--- src/rtl/ov7670_config_sequencer.sv ---
// ov7670_config_sequencer: walks the camera-init ROM and issues one SCCB write per entry,
// honouring the FFF0 delay and FFFF end-of-table markers.
module ov7670_config_sequencer #(
   parameter int ADDR_W       = 8,
   parameter int DELAY_CYCLES = 1000000
) (
   input  logic              clk,
   input  logic              rst_n,
   input  logic              start,
   output logic [ADDR_W-1:0] rom_addr,
   output logic              rom_clk_en,
   input  logic [15:0]       rom_data,
   output logic              sccb_req,
   output logic [7:0]        sccb_reg,
   output logic [7:0]        sccb_val,
   input  logic              sccb_ready,
   input  logic              sccb_done,
   input  logic              sccb_nack,
   output logic              busy,
   output logic              done,
   output logic              error,
   output logic [7:0]        cmd_count
);
   localparam int DLY_W = (DELAY_CYCLES > 1) ? $clog2(DELAY_CYCLES) : 1;

   typedef enum logic [2:0] {IDLE, FETCH, DECODE, SEND, WAIT_DONE, DELAY, NEXT} state_t;

   state_t             state_q;
   logic [ADDR_W-1:0]  addr_q;
   logic               en_q, req_q, busy_q, done_q, err_q;
   logic [7:0]         reg_q, val_q, cnt_q;
   logic [DLY_W-1:0]   dly_q;

   always_ff @(posedge clk or negedge rst_n) begin
      if (!rst_n) begin
         state_q <= IDLE;
         addr_q  <= '0;
         en_q    <= 1'b0;
         req_q   <= 1'b0;
         reg_q   <= '0;
         val_q   <= '0;
         busy_q  <= 1'b0;
         done_q  <= 1'b0;
         err_q   <= 1'b0;
         cnt_q   <= '0;
         dly_q   <= '0;
      end else begin
         // ROM enable is pulsed on entry to FETCH so it is high for that cycle only
         en_q <= 1'b0;
         case (state_q)
            IDLE:
               if (start) begin
                  done_q  <= 1'b0;
                  err_q   <= 1'b0;
                  cnt_q   <= '0;
                  addr_q  <= '0;
                  busy_q  <= 1'b1;
                  en_q    <= 1'b1;
                  state_q <= FETCH;
               end
            FETCH: state_q <= DECODE;
            DECODE:
               if (rom_data == 16'hFFFF) begin
                  done_q  <= 1'b1;
                  busy_q  <= 1'b0;
                  state_q <= IDLE;
               end else if (rom_data == 16'hFFF0) begin
                  dly_q   <= DLY_W'(DELAY_CYCLES - 1);
                  state_q <= DELAY;
               end else if (rom_data[15:8] == 8'hFE) begin
                  state_q <= NEXT;
               end else begin
                  reg_q   <= rom_data[15:8];
                  val_q   <= rom_data[7:0];
                  req_q   <= 1'b1;
                  state_q <= SEND;
               end
            SEND:
               if (sccb_ready) begin
                  req_q   <= 1'b0;
                  state_q <= WAIT_DONE;
               end
            WAIT_DONE:
               if (sccb_done) begin
                  if (sccb_nack) begin
                     err_q   <= 1'b1;
                     busy_q  <= 1'b0;
                     state_q <= IDLE;
                  end else begin
                     cnt_q   <= cnt_q + 8'(cnt_q != 8'hFF);
                     state_q <= NEXT;
                  end
               end
            DELAY:
               if (dly_q == '0) state_q <= NEXT;
               else dly_q <= dly_q - DLY_W'(1);
            NEXT:
               if (&addr_q) begin
                  done_q  <= 1'b1;
                  busy_q  <= 1'b0;
                  state_q <= IDLE;
               end else begin
                  addr_q  <= addr_q + ADDR_W'(1);
                  en_q    <= 1'b1;
                  state_q <= FETCH;
               end
            default: state_q <= IDLE;
         endcase
      end
   end

   assign rom_addr   = addr_q;
   assign rom_clk_en = en_q;
   assign sccb_req   = req_q;
   assign sccb_reg   = reg_q;
   assign sccb_val   = val_q;
   assign busy       = busy_q;
   assign done       = done_q;
   assign error      = err_q;
   assign cmd_count  = cnt_q;
endmodule
--- config.mk ---
export PLATFORM = sky130hd
export DESIGN_NAME = ov7670_config_sequencer
export DESIGN_NICKNAME = d
export VERILOG_FILES = /design/src/rtl/ov7670_config_sequencer.sv
export SDC_FILE = /design/constraint.sdc
export NUM_CORES = 1
export LEC_CHECK = 0
export CORE_UTILIZATION = 44
export CTS_BUF_LIST = sky130_fd_sc_hd__clkbuf_8
export CTS_CLUSTER_DIAMETER = 200
export DETAILED_ROUTE_END_ITERATION = 12
export GPL_ROUTABILITY_DRIVEN = 0
export PLACE_DENSITY_LB_ADDON = 0.15
export SYNTH_ARGS = -nofsm -noshare
export SYNTH_HDL_FRONTEND = slang
export SYNTH_SLANG_ARGS = --single-unit
export TNS_END_PERCENT = 100
--- constraint.sdc ---
create_clock -name clk -period 2.6 [get_ports clk]
set_clock_uncertainty 0.15 [all_clocks]
set_input_delay 0.78 -clock clk [delete_from_list [all_inputs] [get_ports clk]]
set_output_delay 0.78 -clock clk [all_outputs]
set_load 0.01 [all_outputs]
---- Word level (Yosys, flattened, before mapping) ----
Index checks and enable logic that the tools add are counted.
storage, ports and cells
  word-level logic and storage cells ...... 100
  bits of input ports ..................... 22
  flip-flop bits (word level) ............. 60
operators by class
  eq/ne operators ......................... 24
  reductions and logical operators ........ 18
  bitwise logic cells ..................... 3
  mux-type cells .......................... 41
  add/sub/neg operators ................... 3
operators by type and width
  operator               count
  $mux 20                3
  $pmux 20 s2            1
  $eq 16x16->1 const B   2
  $mux 8                 4
  $pmux 8 s2             2
  $ne 2x2->1 const B     14
  $mux 3                 8
  $reduce_and 4->1       6
  $pmux 3 s7             1
  $logic_not 20->1       1
  $sub 20x1->20 const B  1
  $mux 1                 17
  $eq 3x3->1 const B     3
  $add 8x1->8            1
  $add 8x1->8 const B    1
  $eq 8x8->1 const B     1
  $ne 8x8->1 const B     1
  $reduce_and 8->1       1
  $reduce_bool 2->1      4
  $eq 3x2->1 const B     2
  $pmux 1 s2             3
  $reduce_and 6->1       1
  $reduce_and 5->1       1
  $pmux 1 s4             1
  other kinds (7)        9

---- Depth between registers and ports, before layout ----
Gate-level depths: netlist of run 1.
  depth in word-level cells ............... 5
  mapped depth ............................ 8
  gate-level depth less buffers ........... 7

---- Worst setup path before layout of run 1 ----
Ideal clock, no wire load.
  kind .................................... input to register
  from .................................... input port rom_data[15]
  to ...................................... register reg_q[0], in the netlist sccb_reg[0]
  arrival time ............................ 2.289 ns
  buffers on the path ..................... 1
  stages .................................. 6
  library setup time ...................... 0.125 ns
  path slack .............................. 0.036 ns
  cell sequence ........................... nand4_1 > nor4_1 > a21oi_1 > a21boi_1 > buf_2 > mux2_2
between the ends
  cells in the longest elaborated chain, start to end .. 3
ends and longest elaborated chain
  element                                     RTL line  text
  from (decl)                                 12        input logic [15:0] rom_data,
  $eq 16x16->1, or another cell as far along  67        end else if (rom_data == 16'hFFF0) begin
  $not 1->1 (no line)                         --
  $reduce_and 4->1 (no line) *                --
  to (signal assigned)                        73        reg_q <= rom_data[15:8];
  to (decl)                                   31        logic [7:0] reg_q, val_q, cnt_q;
Every way passes the cells marked *; elsewhere a longest branch is shown, timed or not.
A chain may end at the register's enable or synchronous reset.

---- Worst setup path in the final report of run 1 ----
  from .................................... register dly_q[4]
  to ...................................... register dly_q[14]
between the ends
  cells in the longest elaborated chain, start to end .. 3
ends and longest elaborated chain
  element                                            RTL line  text
  from (decl)                                        32        logic [DLY_W-1:0] dly_q;
  from (signal assigned)                             68        dly_q <= DLY_W'(DELAY_CYCLES - 1);
  from (signal assigned)                             96        else dly_q <= dly_q - DLY_W'(1);
  $sub 20x1->20 or $logic_not 20->1 (tied branches)  96, 95
  $mux 20 or $ne 2x2->1 (tied branches)              --
  $pmux 20 s2 or $reduce_and 4->1 (tied branches)    --
Parallel ways exist; a longest one is shown, timed or not. The select of a mux whose other input is x is not followed.

==> results of run 1 <==
-- logic make-up (layout without fill, tap and decap cells) --
kind of cell	after synthesis	in the layout	synth area share
xor+xnor	21	21	0.06064
buf+inv	17	110	0.02228
compound gates	56	56	0.1221
flops	60	60	0.4950
simple gates	114	114	0.2030
mux	21	21	0.07632
fa+ha+maj	5	5	0.02063
-- power breakdown --
| part | total [µW] | internal, µW | switching, µW |
|---|---|---|---|
| sequential | 1350 | 1180 | 177 |
| combinational | 1400 | 780 | 619 |
| clock | 806 | 436 | 369 |
| total | 3560 | 2390 | 1160 |
-- area by class of cell --
cell class / instances / area [µm²]
Clock buffer: 9 / 123.9
Clock inverter: 7 / 67.56
Fill cell: 547 / 2380
Inverter: 7 / 26.28
Multi-Input combinational cell: 217 / 1469
Sequential cell: 60 / 1501
Tap cell: 77 / 96.34
Timing Repair Buffer: 87 / 830.8
-- cell usage after synthesis (3+ instances only) --
library cell and n:
nand3_1 13, nand2_1 15, dfrtp_1 60, inv_1 7
a21oi_1 12, nor4_1 5, o31ai_1 3, clkbuf_1 6
nand4_1 12, nor3_1 4, o211ai_1 5, a31oi_1 3
mux2i_1 4, and4_1 3, xnor2_1 3, nor2_1 33
mux2_2 17, buf_2 3, and3_1 8, or4_1 3
nor2b_1 5, o21ai_0 15, ha_1 5, xor2_1 18
-- metrics by stage --
| stage | hold WS (ns) | power, µW | utilization | area [µm²] | setup TNS, ns |
|---|---|---|---|---|---|
| global route | 0.3158 | 3799 | 0.6336 | 4115 | 0 |
| global placement | 0.3130 | 2747 | 0.6041 | 3924 | -3.359 |
| floorplan | 0.2942 | 2084 | - | 3033 | 0 |
| finish | 0.2976 | 3559 | 0.6336 | 4115 | 0 |
| CTS | 0.3060 | 3605 | 0.6336 | 4115 | 0 |
| detailed placement | 0.3361 | 2768 | 0.6041 | 3924 | -4.832 |
-- per-layer routing --
layer | part of all wire | vias to the layer above | global-route usage
li1 | - | 1254 | -
met1 | 0.48 | 1226 | 0.2743
met2 | 0.46 | 57 | 0.3248
met3 | 0.046 | 7 | 0.05156
met4 | 0.013 | 0 | 0.07550
met5 | 0 | - | 0
-- path summary, 6_finish.rpt --
kind | start | endpoint | slack (ns)
worst max-delay path | dly_q[4]$_DFFE_PN0P_ | dly_q[14]$_DFFE_PN0P_ | 0.10
worst min-delay path | rst_n | dly_q[15]$_DFFE_PN0P_ | 0.30
worst max register to register | dly_q[4]$_DFFE_PN0P_ | dly_q[14]$_DFFE_PN0P_ | 0.10
worst min register to register | dly_q[0]$_DFFE_PN0P_ | dly_q[0]$_DFFE_PN0P_ | 0.35
max in group asynchronous | rst_n | sccb_val[1]$_DFFE_PN0P_ | 1.74
min in group clk | dly_q[0]$_DFFE_PN0P_ | dly_q[0]$_DFFE_PN0P_ | 0.35
==> metrics.csv, run 1 <==
stage;metric;value;unit
run_status;status;complete, no violations;
timing;Tcrit/Tclk final;0.9615;
floorplan;Top-Level Pins;59;
global_route;total grt overflow;0;
finish;Final Non-Filler Cells;464;
clock_tree;# hold bufs at CTS;0;
global_route;first-pass GRT wire length;11710;µm
timing;count of final max-slew check failures;0;
worst_setup_path;CP top delay family;simple AND/OR/NAND/NOR gates;
timing;Tmin final;2.500;ns
synth;ys async rst share;1.000;
clock_tree;clock-pin slew on the worst setup and hold paths;0.07;ns
finish;most flop-heavy register;dly_q;
worst_setup_path;CP max FO;6;
clock_tree;Clock Latency Late Sink;0.33;ns
synth;syn_area_per_cell;10.32;µm²
synth;Cells after Synth;294;
drt;initial drt markers;133;
drt;Wirelength per Cell;14.44;µm
synth;area leader, netlist;dfrtp_1;
finish;most frequent cells in the layout;60 x dfrtp_1, 57 x clkdlybuf4s50_1, 33 x nor2_1;
clock_tree;clk sinks;60;
worst_setup_path;R2R cell count;5;
synth;EDFF count, synth;0;
global_route;antenna violations before repair;0;
hold_path;HP Class;in2async;
timing;slew at the pin closest to its max-slew limit;0.3909;ns
clock_tree;CTS tree;done;
worst_setup_path;startpoint types;register;
drt;detail-routed via count per cell;5.483;
synth;register bit total from synthesis;60;
pwr;Pleak;0.001712;µW
drt;Vias;2544;
worst_setup_path;CP max stage delay;0.58;ns
synth;Synth Cell Area;3033;µm²
timing;post-layout worst setup margin;0.1001;ns
timing;RSZ-0062 raised after global routing;false;
floorplan;die area;7229;µm²
finish;commonest non-fill, non-tap cell in the layout;dfrtp_1;
synth;post-synthesis sequential area ratio;0.4950;
clock_tree;post-CTS setup buffers;0;
global_route;largest net degree at the start of global routing;61;
synth;YS warnings;0;
timing;Fmax;0.4000;GHz
synth;Main synth FF type;dfrtp_1;
worst_setup_path;WP depth;5;
worst_setup_path;critical path type;reg2reg;
synth;post-synth top area share;0.4950;
synth;synth unique cells;49;
timing;Rel. slew slack;0.7370;
floorplan;Die Ht;85.03;µm
drt;DRT antenna net count;0;
timing;Final setup viols;0;
finish;share of layout cells above drive strength 1;0.1757;
place;Post-DP HPWL;4824;µm
finish;# nets final;409;
clock_tree;post-CTS sizing;0;
pwr;maximum vdd drop;569.2;µV
synth;Post-Syn Nets;321;
timing;Hold Vio Cnt, Final;0;
finish;diodes inserted;0;
worst_setup_path;crit path DAT;2.57;ns
synth;synth top area cells;dfrtp_1 50%, mux2_2 6.3%, xor2_1 5.2%, nor2_1 4.1%, nand4_1 2.5%;
worst_setup_path;CP cell instances;or4_1, or4_4, or4b_1, xor2_1, nand2_1;
worst_setup_path;Buffers & Inverters on Critical Path;0;
clock_tree;clk root buf;clkbuf_8;
global_route;total track usage;0.2055;
floorplan;Die W;85.03;µm
floorplan;core area;6495;µm²
floorplan;row count;29;
drt;DRC Markers;0;
place;Port Buffers;58;
drt;Total Wirelength;6699;µm
place;Post-Place Cells;448;
flow_run;max_cap viols;0;
finish;Area Overhead vs Synth;35.68;%
finish;max reg flops;20;
place;DP Worst Slack;-0.2400;ns
worst_setup_path;crit path max-delay cell type;or4_1;
global_route;vias in the first global route;2499;
worst_setup_path;crit path capture type;register;
clock_tree;CTS Buf Count;9;
clock_tree;Clock H-tree levels;3;
floorplan;Initial Util;0.4670;
drt;DR pass1 iterations;4;
clock_tree;clock buffer depth;2;
pwr;Cell Pwr Density;864.9;nW/µm²
worst_setup_path;Worst Path Required;2.67;ns
Power figures use the tool's default switching activity.
==> run 2, diff against run 1 <==
SKIP_CTS_REPAIR_TIMING = 1   (was default)
==> results of run 2 <==
The final DEF is identical to that of run 1; final timing and power are the same.
